File: src/rtl/serial_adder_pkg.sv
`default_nettype none
// +--------------------------------------------------------------------+
// | serial_adder_pkg : shared state encoding and counter-width helper |
// | Rev 1.0                                                            |
// +--------------------------------------------------------------------+
package serial_adder_pkg;

  typedef enum logic [1:0] {
    ST_IDLE = 2'd0,
    ST_RUN  = 2'd1,
    ST_DONE = 2'd2
  } state_t;

  // Bit counter must stay at least one bit wide so the N=1 compare still exists.
  function automatic int unsigned cnt_width(input int unsigned n);
    return (n <= 1) ? 1 : $clog2(n);
  endfunction

endpackage
`default_nettype wire

File: src/rtl/fulladder.sv
`default_nettype none
// +--------------------------------------------------------------------+
// | fulladder : one-bit full adder cell (carry-out, sum, cin, a, b)    |
// | Rev 1.0                                                            |
// +--------------------------------------------------------------------+
module fulladder (
  output logic rout,
  output logic som,
  input  logic rin,
  input  logic a,
  input  logic b
);

  assign som  = a ^ b ^ rin;
  assign rout = (a & b) | (rin & (a ^ b));

endmodule
`default_nettype wire

File: src/rtl/serial_adder.sv
`default_nettype none
// +--------------------------------------------------------------------+
// | serial_adder : bit-serial N-bit unsigned adder, LSB first          |
// | Rev 1.0                                                            |
// +--------------------------------------------------------------------+
module serial_adder
  import serial_adder_pkg::*;
#(
  parameter int N = 8
) (
  input  logic         clk,
  input  logic         rst_n,
  input  logic         start,
  input  logic [N-1:0] a,
  input  logic [N-1:0] b,
  input  logic         cin,
  output logic         ready,
  output logic         busy,
  output logic         done,
  output logic [N-1:0] sum,
  output logic         cout
);

  localparam int unsigned   CW   = cnt_width(N);
  localparam logic [CW-1:0] LAST = CW'(N - 1);

  state_t         r_state;
  logic [N-1:0]   r_a_sh;
  logic [N-1:0]   r_b_sh;
  logic [N-1:0]   r_s_sh;
  logic [N-1:0]   r_sum;
  logic           r_carry;
  logic           r_cout;
  logic [CW-1:0]  r_cnt;

  logic           w_som;
  logic           w_rout;
  logic [N-1:0]   w_s_next;

  fulladder u_fa (
    .rout (w_rout),
    .som  (w_som),
    .rin  (r_carry),
    .a    (r_a_sh[0]),
    .b    (r_b_sh[0])
  );

  // New sum bit enters at the MSB; the shift form also covers N=1.
  assign w_s_next = N'({w_som, r_s_sh} >> 1);

  always_ff @(posedge clk or negedge rst_n) begin
    if (!rst_n) begin
      r_state <= ST_IDLE;
      r_a_sh  <= '0;
      r_b_sh  <= '0;
      r_s_sh  <= '0;
      r_sum   <= '0;
      r_carry <= 1'b0;
      r_cout  <= 1'b0;
      r_cnt   <= '0;
    end else begin
      case (r_state)
        ST_IDLE, ST_DONE: begin
          if (start) begin
            r_a_sh  <= a;
            r_b_sh  <= b;
            r_carry <= cin;
            r_cnt   <= '0;
            r_state <= ST_RUN;
          end else begin
            r_state <= ST_IDLE;
          end
        end
        ST_RUN: begin
          r_s_sh  <= w_s_next;
          r_carry <= w_rout;
          r_a_sh  <= r_a_sh >> 1;
          r_b_sh  <= r_b_sh >> 1;
          r_cnt   <= r_cnt + 1'b1;
          if (r_cnt == LAST) begin
            r_sum   <= w_s_next;
            r_cout  <= w_rout;
            r_state <= ST_DONE;
          end
        end
        default: r_state <= ST_IDLE;
      endcase
    end
  end

  assign ready = (r_state != ST_RUN);
  assign busy  = (r_state == ST_RUN);
  assign done  = (r_state == ST_DONE);
  assign sum   = r_sum;
  assign cout  = r_cout;

endmodule
`default_nettype wire

File: config.mk
export PLATFORM = sky130hd
export DESIGN_NAME = serial_adder
export DESIGN_NICKNAME = d
export VERILOG_FILES = /design/src/rtl/serial_adder_pkg.sv /design/src/rtl/fulladder.sv /design/src/rtl/serial_adder.sv
export SDC_FILE = /design/constraint.sdc
export NUM_CORES = 1
export LEC_CHECK = 0
export CORE_MARGIN = 10
export CORE_UTILIZATION = 45
export DETAILED_ROUTE_END_ITERATION = 10
export GPL_ROUTABILITY_DRIVEN = 0
export GPL_TIMING_DRIVEN = 0
export PLACE_DENSITY = 0.69
export REMOVE_ABC_BUFFERS = 1
export SETUP_SLACK_MARGIN = 0.15
export SYNTH_ARGS = -nofsm -noshare
export SYNTH_HDL_FRONTEND = slang
export SYNTH_SLANG_ARGS = --single-unit
File: constraint.sdc
create_clock -name clk -period 4.5 [get_ports clk]
set_clock_uncertainty 0.1 [all_clocks]
set_input_delay 0.675 -clock clk [delete_from_list [all_inputs] [get_ports clk]]
set_output_delay 0.675 -clock clk [all_outputs]
set_load 0.01 [all_outputs]
# [Word level (Yosys, flattened, before mapping)]
# Index checks and enable logic that the tools add are counted.
[word_totals] reg_bits=39 in_bits=20 output_inout_bits=12 elab_cells=36
[classes] add_sub_neg=1 eq_ne=6 muxes=11 n_bitwise=5 reduce_logical=5
[op_table] op="$pmux 8 s2" n=2
[op_table] op="$mux 8" n=2
[op_table] op="$pmux 3 s2" n=1
[op_table] op="$ne 2x1->1 const B" n=2
[op_table] op="$pmux 2 s2" n=1
[op_table] op="$reduce_and 2->1" n=2
[op_table] op="$add 3x1->3 const B" n=1
[op_table] op="$eq 3x3->1 const B" n=1
[op_table] op="$mux 3" n=1
[op_table] op="$and 1x1->1" n=2
[op_table] op="$eq 2x1->1 const B" n=1
[op_table] op="$eq 2x2->1 const B" n=1
[op_table] op="$logic_not 2->1" n=1
[op_table] op="$mux 1" n=2
[op_table] op="$mux 2" n=1
[op_table] op="$ne 2x2->1 const B" n=1
[op_table] op="$pmux 1 s2" n=1
[op_table] op="$reduce_bool 2->1" n=1
[op_table] op="$reduce_or 2->1" n=1
[op_table] op="$xor 1x1->1" n=2
[op_table] op="$or 1x1->1" n=1

# [Longest topological paths before layout]
[depth] depth_word=4 depth_mapped=5 depth_no_buf=4

# [Cells and area by module]
# Synthesis repeated with hierarchy kept, for this count alone.
[hier_totals] hier_cells=132 hier_area_um2=1886.8
[by_module_without_submodules] module="serial_adder" n_inst=1 cells_each=131 area_each_um2=1866.8 seq_area_each_um2=950.9
[by_module_without_submodules] module="fulladder" n_inst=1 cells_each=1 area_each_um2=20.0 seq_area_each_um2=0.0

# [Worst setup path before layout]
# Ideal clock, no wire load.
[synth_path] path_kind="reg-to-output" start="register r_state[1]" end="output port ready" t_arrival_ns=0.891 t_required_ns=3.725 slack_ns=2.834 stages_incl_launch_ff=4 path_buffers=2 cell_sequence="dfrtp_1 -> nand2b_1 -> buf_2 -> buf_4"
[synth_between] elab_chain_len=1
[synth_lines] element="start, declared" line="serial_adder.sv:27" text="state_t r_state;"
[synth_lines] element="start signal, assigned" line="serial_adder.sv:53" text="r_state <= ST_IDLE;"
[synth_lines] element="start signal, assigned" line="serial_adder.sv:69" text="r_state <= ST_RUN;"
[synth_lines] element="start signal, assigned" line="serial_adder.sv:71" text="r_state <= ST_IDLE;"
[synth_lines] element="$ne 2x1->1" line="serial_adder.sv:91" text="assign ready = (r_state != ST_RUN);"
[synth_lines] element="end, declared" line="serial_adder.sv:17" text="output logic ready,"
# No other way between the ends.

# [Worst setup path in the final report]
[layout_path] start="register r_state[0]" end="output port busy"
[layout_between] elab_chain_len=1
[layout_lines] element="$eq 2x1->1" line="serial_adder.sv:92" text="assign busy = (r_state == ST_RUN);"
[layout_lines] element="end, declared" line="serial_adder.sv:18" text="output logic busy,"
# No other way between the ends.

==> impl_results.md <==
- Outcome: complete, no violations
- Fin. Hold Viols: 0
- Synth area leaders: dfrtp_1 55%, mux2_4 7.8%, nand2_1 5.0%
- Worst Path Arrival: 2690 ps
- Die width: 81.9 um
- 1st-iter DRT viols: 39
- Via-to-Cell Ratio: ~5.4
- Worst skew pair latency: 290 ps
- # setup viols final: 0
- Sink Count: 38
- Post-CTS Hold Buffers: 0
- Synth Cell Area: 1720 um^2
- Inserted Diodes: 0
- Slew HR: 43.7%
- Placed Cells incl. Taps: 222
- Clock Power Share: 16.3%
- Filler instances: 327
- WP depth: 3
- Most common cell after layout, fill and taps aside: dfrtp_1
- Hold_ws: a little under 400 ps
- Gr usage total: between 10% and 20%
- Post-synth ARST share: 100%
- Routed length on met3: 251 um
- Slowest CP cell: dfrtp_1
- Combinational Power Share: roughly 40%
- Synthesis Warnings: 0
- Final min period: 3470 ps
- Post-CTS Resized: 0
- CTS Root Cell: clkbuf_8
- Switching share of power: approximately a third
- Synth area leader: dfrtp_1
- H-tree levels: 2
- Drt first pass iters: 4
- Final nets: 204
- Die Y: 81.9 um
- PwrDens: a little under 700 nW/um^2
- Area Growth Syn to Fin: 23.6%
- Worst path cell trace: nand2b_1, inv_4, clkdlybuf4s50_1
- Setup Buffers After CTS: 0
- Post-DP HPWL: roughly 2.4 mm
- Global route overflow: 0
- CTS tree: done
- Num ports: 32
- Mapped Cells: 152
- Clk slew on worst S/H paths: 70 ps
- Die ar.: 6700 um^2
- Cell family with most CP delay: buffers and inverters
- Critical Path Source Type: flip-flop
- Worst-Margin Slew: 845 ps
- EDFF count, synth: 0
- Kind of critical path: flip-flop to output port
- FMAX: 288 MHz
- CP endpoint kind: output port
- Pins Over Slew Limit: 0
- Post-route ant nets: 0
- Sequential area share after synthesis: 55.2%
- Flop pwr share: 43.8%
- Max rail drop VDD: 0.374 mV
- Most frequent cells in the layout: 38 x dfrtp_1, 30 x clkdlybuf4s50_1, 23 x nand2_1
- Via count: around 1,200
- Uppermost layer routed: met4
- Initial Util: 46.7%
- Worst Path Required: 3720 ps
- Average cell area after synthesis: 11.3 um^2
- Lkg Pwr: ~0.00095 uW
- Critical path fanouts, max: 23
- Final design utilization: 57.7%
- CTS Buffer Depth: 2
- Drt wl/cell: around 15 um
- Post-Route Setup TNS: 0 ps
- Yosys reg bits: 38
- M1 WL: about 1.5 mm
- Total CTS buffers: 5
- Row cnt: 22
- Vias in the first global route: 1,271
- I/O Buffers: 31
- Net Sw Power: 511 uW
- Max-cap violation count: 0
- Netlist cell types: 25
- Number of buffer and inverter stages on the critical path: 2
- Internal power: 945 uW
- Initial antenna violation count: 0
- Worst-case reg-to-reg path depth: 4
- Post-synth top flop: dfrtp_1
- Drc violations: 0
- Unrepaired setup endpoints after global routing: no
- Post-Layout Cell Count: 230
- Final worst-path cycle share: between 70% and 80%
- Core area: 3690 um^2
- Largest net degree at the start of global routing: 39
- Hold Path Class: input port to async pin
- Routed WL: 3.53 mm
- Slowest Stage Delay on Critical Path: 770 ps
- Met2 wire length: 1.71 mm
- Layout cells sized above 1: 11.0%
- First-pass GRT wire length: a little under 6 mm
- Synth top area share: 55.2%
==> sequential cells by signal (all words and copies together), names as in the netlist <==
| name | flops |
|---|---|
| r_b_sh | 8 |
| r_carry | 1 |
| r_cnt | 3 |
| r_state | 2 |
| r_s_sh | 7 |
| sum | 8 |
| cout | 1 |
| r_a_sh | 8 |
==> synth_stat cells (2+ instances only) <==
library cell / number
o22ai_1: 6
nor2b_1: 9
dfrtp_1: 38
clkbuf_1: 2
nor3_1: 6
nand3_1: 4
mux2i_1: 8
mux2_4: 9
buf_2: 4
a22o_1: 3
a21oi_1: 7
nand2b_1: 2
ha_1: 2
o21ai_1: 3
nand2_1: 23
a22oi_1: 2
buf_4: 3
a211oi_1: 7
nor2_1: 8
==> power groups by stage <==
stage | sequential, uW | clock, uW | combinational (uW)
finish | 638 | 238 | 581
detailed placement | 644 | 0 | 586
floorplan | 626 | 0 | 374
global placement | 631 | 0 | 561
global route | 665 | 262 | 647
CTS | 638 | 247 | 589
==> through the flow <==
step                setup WS (ps)  instance area [um^2]  total power [uW]
floorplan                    2320                  1670              1000
global placement             1380                  2040              1190
detailed placement           1370                  2040              1230
CTS                          1040                  2130              1470
global route                  848                  2130              1570
finish                       1030                  2130              1460
==> layer usage <==
metal | global-route usage (%) | vias up
met4 | 4.76 | 0
met5 | 0 | -
met3 | 4.80 | 5
met2 | 18.3 | 37
met1 | 12.9 | 612
li1 | - | 586
==> cell type report <==
class,count,area (um^2),share of cell area (%)
Inverter,2,10.0,0.470
Timing Repair Buffer,31,305,14.3
Sequential cell,38,951,44.7
Clock inverter,1,5.00,0.235
Multi-Input combinational cell,103,711,33.4
Tap cell,48,60.1,2.82
Clock buffer,7,86.3,4.06
==> path summary, 6_finish.rpt <==
| kind | from | end | slack [ps] |
|---|---|---|---|
| max | r_state[0] | busy | 1030 |
| min | rst_n | sum[2] | 380 |
| max reg2reg | r_state[0] | sum[6] | 1950 |
| min reg2reg | r_s_sh[6] | r_s_sh[5] | 400 |
| max in group asynchronous | rst_n | r_b_sh[0] | 3390 |
| min in group clk | r_s_sh[6] | r_s_sh[5] | 400 |
==> cell families after synthesis <==
group / share of synthesized area (%)
flip-flops: 55.2
multiplexers: 13.8
AO/OA/AOI/OAI: 10.5
adder cells (fa/ha/maj): 2.62
AND/OR/NAND/NOR: 14.3
buffers and inverters: 3.49
Power figures use the tool's default switching activity.
